## src/rtl/miter_sweep_ctrl_if.sv

```systemverilog
// Connection between the sweep sequencer and the lock-verification miter.
// The sequencer drives the pattern and key, and the miter returns its match flags.
interface miter_sweep_ctrl_if #(
  parameter int IN_W  = 5,
  parameter int OUT_W = 2,
  parameter int KEY_W = 1
);
  logic [IN_W-1:0]  pat_out;
  logic [KEY_W-1:0] key_out;
  logic [OUT_W-1:0] miter_q;
  logic             miter_z;

  modport master (output pat_out, key_out, input miter_q, miter_z);
  modport slave  (input pat_out, key_out, output miter_q, miter_z);
endinterface

```

## src/rtl/miter_sweep_ctrl.sv

```systemverilog
// Exhaustive key validation sequencer: holds a candidate key on the miter, sweeps every
// primary-input pattern, and records the mismatch count, the first failing pattern and pass/fail.
module miter_sweep_ctrl #(
  parameter int IN_W   = 5,
  parameter int OUT_W  = 2,
  parameter int KEY_W  = 1,
  parameter int SETTLE = 1
) (
  input  logic                C,
  input  logic                R,
  input  logic                start,
  input  logic                abort,
  input  logic [KEY_W-1:0]    key_in,
  miter_sweep_ctrl_if.master  mif,
  output logic                busy,
  output logic                done,
  output logic                pass,
  output logic [IN_W:0]       mismatch_cnt,
  output logic                fail_seen,
  output logic [IN_W-1:0]     first_fail_pat,
  output logic [OUT_W-1:0]    first_fail_q
);

  localparam int WC_W = (SETTLE > 0) ? $clog2(SETTLE + 1) : 1;
  localparam logic [WC_W-1:0] WC_LOAD  = WC_W'(SETTLE);
  localparam logic [IN_W-1:0] PAT_LAST = '1;

  typedef enum logic [1:0] {S_IDLE, S_SETTLE, S_CHECK, S_FIN} state_t;

  state_t            state, state_nx;
  logic [WC_W-1:0]   wcnt;
  logic [IN_W-1:0]   pat_r;
  logic [KEY_W-1:0]  key_r;

  assign mif.pat_out = pat_r;
  assign mif.key_out = key_r;

  always_ff @(posedge C or negedge R) begin
    if (!R) state <= S_IDLE;
    else    state <= state_nx;
  end

  always_comb begin
    state_nx = state;
    case (state)
      S_IDLE:   if (start) state_nx = S_SETTLE;
      S_SETTLE: begin
        if (abort)              state_nx = S_IDLE;
        else if (wcnt == '0)    state_nx = S_CHECK;
      end
      S_CHECK: begin
        if (abort)                  state_nx = S_IDLE;
        else if (pat_r == PAT_LAST) state_nx = S_FIN;
        else                        state_nx = S_SETTLE;
      end
      S_FIN:    state_nx = S_IDLE;
      default:  state_nx = S_IDLE;
    endcase
  end

  always_comb begin
    busy = (state == S_SETTLE) || (state == S_CHECK);
    done = (state == S_FIN);
  end

  // Miter flags are only looked at in CHECK, so settling glitches never count.
  always_ff @(posedge C or negedge R) begin
    if (!R) begin
      wcnt           <= '0;
      pat_r          <= '0;
      key_r          <= '0;
      pass           <= 1'b0;
      mismatch_cnt   <= '0;
      fail_seen      <= 1'b0;
      first_fail_pat <= '0;
      first_fail_q   <= '0;
    end else begin
      case (state)
        S_IDLE: begin
          if (start) begin
            key_r          <= key_in;
            pat_r          <= '0;
            wcnt           <= WC_LOAD;
            pass           <= 1'b0;
            mismatch_cnt   <= '0;
            fail_seen      <= 1'b0;
            first_fail_pat <= '0;
            first_fail_q   <= '0;
          end
        end
        S_SETTLE: begin
          if (!abort && (wcnt != '0)) wcnt <= wcnt - 1'b1;
        end
        S_CHECK: begin
          if (!abort) begin
            if (!mif.miter_z) begin
              mismatch_cnt <= mismatch_cnt + 1'b1;
              if (!fail_seen) begin
                first_fail_pat <= pat_r;
                first_fail_q   <= mif.miter_q;
                fail_seen      <= 1'b1;
              end
            end
            if (pat_r != PAT_LAST) begin
              pat_r <= pat_r + 1'b1;
              wcnt  <= WC_LOAD;
            end
          end
        end
        S_FIN:   pass <= (mismatch_cnt == '0);
        default: ;
      endcase
    end
  end

endmodule

```

## src/flat_wrapper.sv

```systemverilog
// flat-port wrapper written by rule: the top's interface ports become plain ports
module miter_sweep_ctrl_flat 
#(
  parameter int IN_W   = 5,
  parameter int OUT_W  = 2,
  parameter int KEY_W  = 1,
  parameter int SETTLE = 1
)
  (C, R, start, abort, key_in, busy, done, pass, mismatch_cnt, fail_seen, first_fail_pat, first_fail_q, mif_pat_out, mif_key_out, mif_miter_q, mif_miter_z);
  miter_sweep_ctrl_if #(.IN_W(IN_W), .OUT_W(OUT_W), .KEY_W(KEY_W)) mif_i ();
  input  logic C;
  input  logic R;
  input  logic start;
  input  logic abort;
  input  logic [KEY_W-1:0] key_in;
  output logic busy;
  output logic done;
  output logic pass;
  output logic [IN_W:0] mismatch_cnt;
  output logic fail_seen;
  output logic [IN_W-1:0] first_fail_pat;
  output logic [OUT_W-1:0] first_fail_q;
  output wire logic [$bits(mif_i.pat_out)-1:0] mif_pat_out;
  output wire logic [$bits(mif_i.key_out)-1:0] mif_key_out;
  input wire logic [$bits(mif_i.miter_q)-1:0] mif_miter_q;
  input wire logic [$bits(mif_i.miter_z)-1:0] mif_miter_z;
  assign mif_pat_out = mif_i.pat_out;
  assign mif_key_out = mif_i.key_out;
  assign mif_i.miter_q = mif_miter_q;
  assign mif_i.miter_z = mif_miter_z;
  miter_sweep_ctrl #(.IN_W(IN_W), .OUT_W(OUT_W), .KEY_W(KEY_W), .SETTLE(SETTLE)) u_core (.C(C), .R(R), .start(start), .abort(abort), .key_in(key_in), .mif(mif_i), .busy(busy), .done(done), .pass(pass), .mismatch_cnt(mismatch_cnt), .fail_seen(fail_seen), .first_fail_pat(first_fail_pat), .first_fail_q(first_fail_q));
endmodule
```

## config.mk

```make
export PLATFORM = sky130hd
export DESIGN_NAME = miter_sweep_ctrl_flat
export DESIGN_NICKNAME = d
export VERILOG_FILES = /design/src/rtl/miter_sweep_ctrl_if.sv /design/src/rtl/miter_sweep_ctrl.sv /design/src/flat_wrapper.sv
export SDC_FILE = /design/constraint.sdc
export NUM_CORES = 1
export LEC_CHECK = 0
export CELL_PAD_IN_SITES_DETAIL_PLACEMENT = 0
export CELL_PAD_IN_SITES_GLOBAL_PLACEMENT = 1
export CORE_ASPECT_RATIO = 1.2
export CORE_MARGIN = 4
export CORE_UTILIZATION = 40
export DETAILED_ROUTE_END_ITERATION = 10
export GPL_TIMING_DRIVEN = 0
export PLACE_DENSITY = 0.79
export SLEW_MARGIN = 10
export SYNTH_ARGS = -nofsm -noshare
export SYNTH_HDL_FRONTEND = slang
export SYNTH_SLANG_ARGS = --single-unit
```

## constraint.sdc

```tcl
create_clock -name C -period 3.1 [get_ports C]
set_input_delay 0.31 -clock C [delete_from_list [all_inputs] [get_ports C]]
set_output_delay 0.31 -clock C [all_outputs]
set_load 0.01 [all_outputs]
```

After elaboration in Yosys (flattened, before gate mapping)
Cells that the tools add are included.

Register bits after elaboration: 24. Bits in latches: 0. Bits in writable memories: 0. ROM bits: 0. Input bits: 8. Output and inout port bits: 23. Memories kept: 0.

Add/sub/neg operators: 3. $mul: 0. Div/mod/pow operators: 0. Magnitude comparators: 0. Equal/unequal tests: 12. Shifts and indexed selects: 0. Multiplexer cells: 33. Bitwise gates (word level): 0. Reduce and logical (&&, ||, !) cells: 15.

Operators by type and width (count): $mux W5 (6); $pmux W5 S2 (2); $mux W2 (9); $mux W6 (3); $ne A2 B2 Y1 const B (6); $pmux W6 S2 (1); $reduce_and A5 Y1 (2); $pmux W2 S4 (1); $reduce_and A4 Y1 (2); $mux W1 (7); $add A6 B1 Y6 const B (1); $logic_not A6 Y1 (1); $reduce_and A2 Y1 (3); $add A5 B1 Y5 const B (1); $eq A5 B5 Y1 const B (1); $ne A5 B5 Y1 const B (1); $eq A2 B2 Y1 const B (2); $pmux W1 S2 (2); $pmux W2 S2 (1); $reduce_bool A2 Y1 (2); $ne A3 B3 Y1 const B (1); $pmux W1 S3 (1); $reduce_bool A3 Y1 (1); $eq A2 B1 Y1 const B (1); other kinds (5) (5).

Longest topological paths before layout
Depth after elaboration: 4. Gate-level depth with buffers: 7. Depth with buffers taken out: 6.

Least setup slack after synthesis
OpenSTA, ideal clock, no wires.

Path kind: register to register. From: reg u_core.state[0]. To: reg u_core.fail_seen. Setup time: 0.125 ns. Arrival time: 1.628 ns. Slack: 1.347 ns. Cell stages (with the launch flop): 8. Period minus slack after synthesis: 1.753 ns. Path through: dfrtp_1 > inv_1 > ha_1 > buf_4 > mux2i_1 > or2_1 > buf_2 > mux2_2.

Longest elaborated chain between the ends: 3. Elaborated cells on any way between the ends: 8. Those cells by class: eq/ne (4); mux (1); reduce/logical (3).

Ends and longest elaborated chain: start, declared (RTL line miter_sweep_ctrl.sv:30) `state_t state, state_nx;`; start signal, assigned (RTL line miter_sweep_ctrl.sv:40) `else state <= state_nx;`; $eq A2 B2 Y1 / $logic_not A2 Y1 (equally long branches) (RTL line miter_sweep_ctrl.sv:78) `case (state)`; $ne A2 B2 Y1 (no line) / $reduce_bool A2 Y1 (equally long branches); $reduce_and A4 Y1 (no line); end signal, assigned (RTL line miter_sweep_ctrl.sv:74) `fail_seen <= 1'b0;`; end signal, assigned (RTL line miter_sweep_ctrl.sv:86) `fail_seen <= 1'b0;`; end signal, assigned (RTL line miter_sweep_ctrl.sv:101) `fail_seen <= 1'b1;`; end, declared (RTL line miter_sweep_ctrl.sv:19) `output logic fail_seen,`.

Several ways; a longest one is shown, not always the timed one. A chain may end at the register's enable or synchronous reset.

Worst setup path after layout
From: reg u_core.state[0]. To: reg u_core.first_fail_pat[0].

Longest elaborated chain between the ends: 3. Elaborated cells on any way between the ends: 9. Those cells by class: eq/ne (5); mux (1); reduce/logical (3).

Ends and longest elaborated chain: $eq A2 B2 Y1 / $logic_not A2 Y1 (equally long branches) (RTL line miter_sweep_ctrl.sv:78); $ne A2 B2 Y1 (no line) / $reduce_bool A2 Y1 (equally long branches); $reduce_and A5 Y1 (no line); end signal, assigned (RTL line miter_sweep_ctrl.sv:99) `first_fail_pat <= pat_r;`; end, declared (RTL line miter_sweep_ctrl.sv:20) `output logic [IN_W-1:0] first_fail_pat,`.

Several ways; a longest one is shown, not always the timed one.

==> load_flow_metrics.sql <==
INSERT INTO impl_metrics (metric_group, metric, value, unit) VALUES
('outcome', 'status', 'finished clean', ''),
('placed_design', 'numPortBuffers', '30', ''),
('placed_design', 'finalWeightedCongestion', '0.785', ''),
('setup_path', 'crit_path_cell_trace', 'inv_1 > ha_1 > buf_2 > o21a_1 > or2_1 > buf_2 > o311ai_0', ''),
('setup_path', 'cp_slowest_stage_delay', '420', 'ps'),
('grt', 'antenna_found_initial', '0', ''),
('timing', 'finalHoldViolCount', '0', ''),
('clocking', 'post_cts_resized', '0', ''),
('synthesis', 'synthDistinctLibCells', '35', ''),
('setup_path', 'required_time_of_the_critical_path', '3290', 'ps'),
('layout', 'final_util', '55.3', '%'),
('setup_path', 'cp.depth', '7', ''),
('synthesis', 'synthMostInstantiatedCell', 'sky130_fd_sc_hd__nand2_1', ''),
('floorplanning', 'ios', '31', ''),
('floorplanning', 'placement_rows', '22', ''),
('setup_path', 'critical-path-top-delay-family', 'compound AO/OA/AOI/OAI gates', ''),
('layout', 'flow.area_growth_from_synthesis', '28.4', '%'),
('timing', 'post-route-period-util', '65.5', '%'),
('floorplanning', 'overall_die_area', '4410', 'µm²'),
('timing', 'timing.slew.headroom', '63.9', '%'),
('synthesis', 'synth_top_area_cell', 'sky130_fd_sc_hd__dfrtp_1', ''),
('synthesis', 'ys_dominant_reg_cell', 'sky130_fd_sc_hd__dfrtp_1', ''),
('synthesis', 'async_flop_share', '100', '%'),
('timing', 'measured_slew_at_the_worst_slew_check_pin', '541', 'ps'),
('synthesis', 'ys_ff_latch', '24', ''),
('setup_path', 'timing.critical_path.from_type', 'flip-flop', ''),
('layout', 'antenna-diode-count', '0', ''),
('grt', 'grt_first_pass_wirelength', '5830', 'µm'),
('clocking', 'numCtsBuffers', '3', ''),
('grt', 'grt_usage', '17.2', '%'),
('layout', 'post-route-cell-area', '1750', 'µm²'),
('routing', 'antenna_left', '0', ''),
('grt', 'global_route.overflow_total', '0', ''),
('clocking', 'clock_sinks', '24', ''),
('synthesis', 'synth_nets', '160', ''),
('clocking', 'cts.path.max_buffers', '2', ''),
('timing', 'final-max-slew-violation-count', '0', ''),
('grt', 'via_count_of_the_first_global_routing_pass', '1242', ''),
('hold_path', 'worstHoldPathType', 'input port to async pin', ''),
('synthesis', 'syn_area', '1360', 'µm²'),
('placed_design', 'placement.cell_area', '1710', 'µm²'),
('synthesis', 'synth_area_per_cell', '9.46', 'µm²'),
('setup_path', 'crit_top_cell', 'sky130_fd_sc_hd__buf_2', ''),
('routing', 'totalWireLength', '3390', 'µm'),
('synthesis', 'seq_area_frac_synth', '44.1', '%'),
('routing', 'vias', '1211', ''),
('timing', 'rsz0062_at_grt', 'false', ''),
('placed_design', 'dp_hpwl', '2520', 'µm'),
('setup_path', 'worst_setup_path_end_kind', 'flip-flop', ''),
('synthesis', 'synth_edf_count', '0', ''),
('timing', 'worst_hold_slack', '488', 'ps'),
('clocking', 'cts_tree', 'done', ''),
('synthesis', 'synthTopCellsByCount', 'sky130_fd_sc_hd__nand2_1, sky130_fd_sc_hd__dfrtp_1, sky130_fd_sc_hd__o21ai_0', ''),
('timing', 'timing.setup.tns', '0', 'ps'),
('setup_path', 'crit_type', 'flip-flop to flip-flop', ''),
('clocking', 'cts_post_setup_buffers_inserted', '0', ''),
('routing', 'wl_per_cell', '15.8', 'µm'),
('clocking', 'clock_tree.root_cell', 'sky130_fd_sc_hd__clkbuf_4', ''),
('setup_path', 'critical-path-slowest-cell', 'sky130_fd_sc_hd__dfrtp_1', ''),
('clocking', 'worstSkewPairLatency', '310', 'ps'),
('setup_path', 'critical_path.max_fanout', '10', ''),
('layout', 'final_cells', '215', ''),
('clocking', 'cts_max_level', '1', ''),
('placed_design', 'dp.cells', '210', ''),
('layout', 'share_of_final_layout_standard_cells_stronger_than_drive_strength_1', '8.38', '%'),
('power_and_ir_drop', 'power_density', '576', 'nW/µm²'),
('layout', 'seqCellArea', '601', 'µm²'),
('setup_path', 'worst_r2r_path_depth', '7', ''),
('synthesis', 'ys_warnings', '0', ''),
('floorplanning', 'placeableCoreArea', '3170', 'µm²'),
('power_and_ir_drop', 'vdd_ir_drop_max', '388', 'µV');
## where the power goes
part           leakage [nW]  total [mW]  switching (mW)  internal [mW]
Clock                0.0210       0.164          0.0927         0.0717
Sequential            0.327       0.412          0.0514          0.361
Combinational         0.365       0.432           0.231          0.201
## layout make-up
class,instances,share of cell area (%)
Multi-Input combinational cell,104,39.6
Sequential cell,24,34.3
Timing Repair Buffer,31,17.5
Tap cell,36,2.58
Buffer,9,2.43
Clock buffer,4,2.07
Inverter,7,1.50
## worst paths after layout
path / to / slack (ps) / start
setup / recovery: u_core.first_fail_pat[0] / 1070 / u_core.state[0]
hold / removal: u_core.mismatch_cnt[1] / 490 / R
setup reg to reg: u_core.first_fail_pat[0] / 1070 / u_core.state[0]
hold reg to reg: u_core.pass / 500 / u_core.pass
max in group asynchronous: u_core.mif.pat_out[4] / 2240 / R
min in group C: u_core.pass / 500 / u_core.pass
## flip-flops by register name, summed over array words and instances, names as in the netlist
signal	cells
u_core.mismatch_cnt	6
u_core.pass	1
u_core.fail_seen	1
u_core.wcnt	1
u_core.first_fail_q	2
u_core.mif.key_out	1
u_core.first_fail_pat	5
u_core.mif.pat_out	5
u_core.state	2
## what timing repair did
item,in CTS,in global routing
setup endpoints to repair,0,0
hold buffers,0,1
hold endpoints to repair,0,13
## layer usage
layer,track usage [%],share of wire (%),up-vias
met5,0,0,-
met2,29.1,50,29
met3,2.67,4.3,4
met1,22.6,45,579
met4,4.10,0.80,0
li1,-,-,599
## per-stage QoR
stage                     setup slack (ps)  power [mW]
after global routing                   894        1.09
after CTS                             1060        1.02
after detailed placement               975       0.853
after global placement                1080       0.839
final                                 1070        1.01
after floorplan                       1350       0.668
## cells in the final DEF, fill, tap and decap left out, types with 2 or more instances in the layout
cell type / n
sky130_fd_sc_hd__o21a_1: 2
sky130_fd_sc_hd__nand2_1: 25
sky130_fd_sc_hd__dfrtp_1: 24
sky130_fd_sc_hd__o311ai_0: 6
sky130_fd_sc_hd__clkbuf_4: 3
sky130_fd_sc_hd__inv_1: 7
sky130_fd_sc_hd__nor2b_1: 2
sky130_fd_sc_hd__o211ai_1: 4
sky130_fd_sc_hd__o221ai_1: 2
sky130_fd_sc_hd__nand3b_1: 4
sky130_fd_sc_hd__ha_1: 8
sky130_fd_sc_hd__o21ai_0: 22
sky130_fd_sc_hd__mux2i_1: 2
sky130_fd_sc_hd__buf_2: 5
sky130_fd_sc_hd__buf_1: 2
sky130_fd_sc_hd__nor2_1: 2
sky130_fd_sc_hd__and3_1: 3
sky130_fd_sc_hd__clkdlybuf4s50_1: 29
sky130_fd_sc_hd__o41ai_1: 3
sky130_fd_sc_hd__mux2_2: 3
sky130_fd_sc_hd__clkbuf_1: 2
sky130_fd_sc_hd__nand3_1: 2
## cells by family (layout without fill, tap and decap cells)
logic type      after synthesis  after routing  share of synthesized area, %
buf+inv                      16             51                          5.05
mux                           5              5                          3.95
flops                        24             24                          44.1
fa+ha+maj                     8              8                          7.35
simple gates                 47             47                          17.8
compound gates               44             44                          21.8
Note: power is estimated with default switching activity, not from simulation.
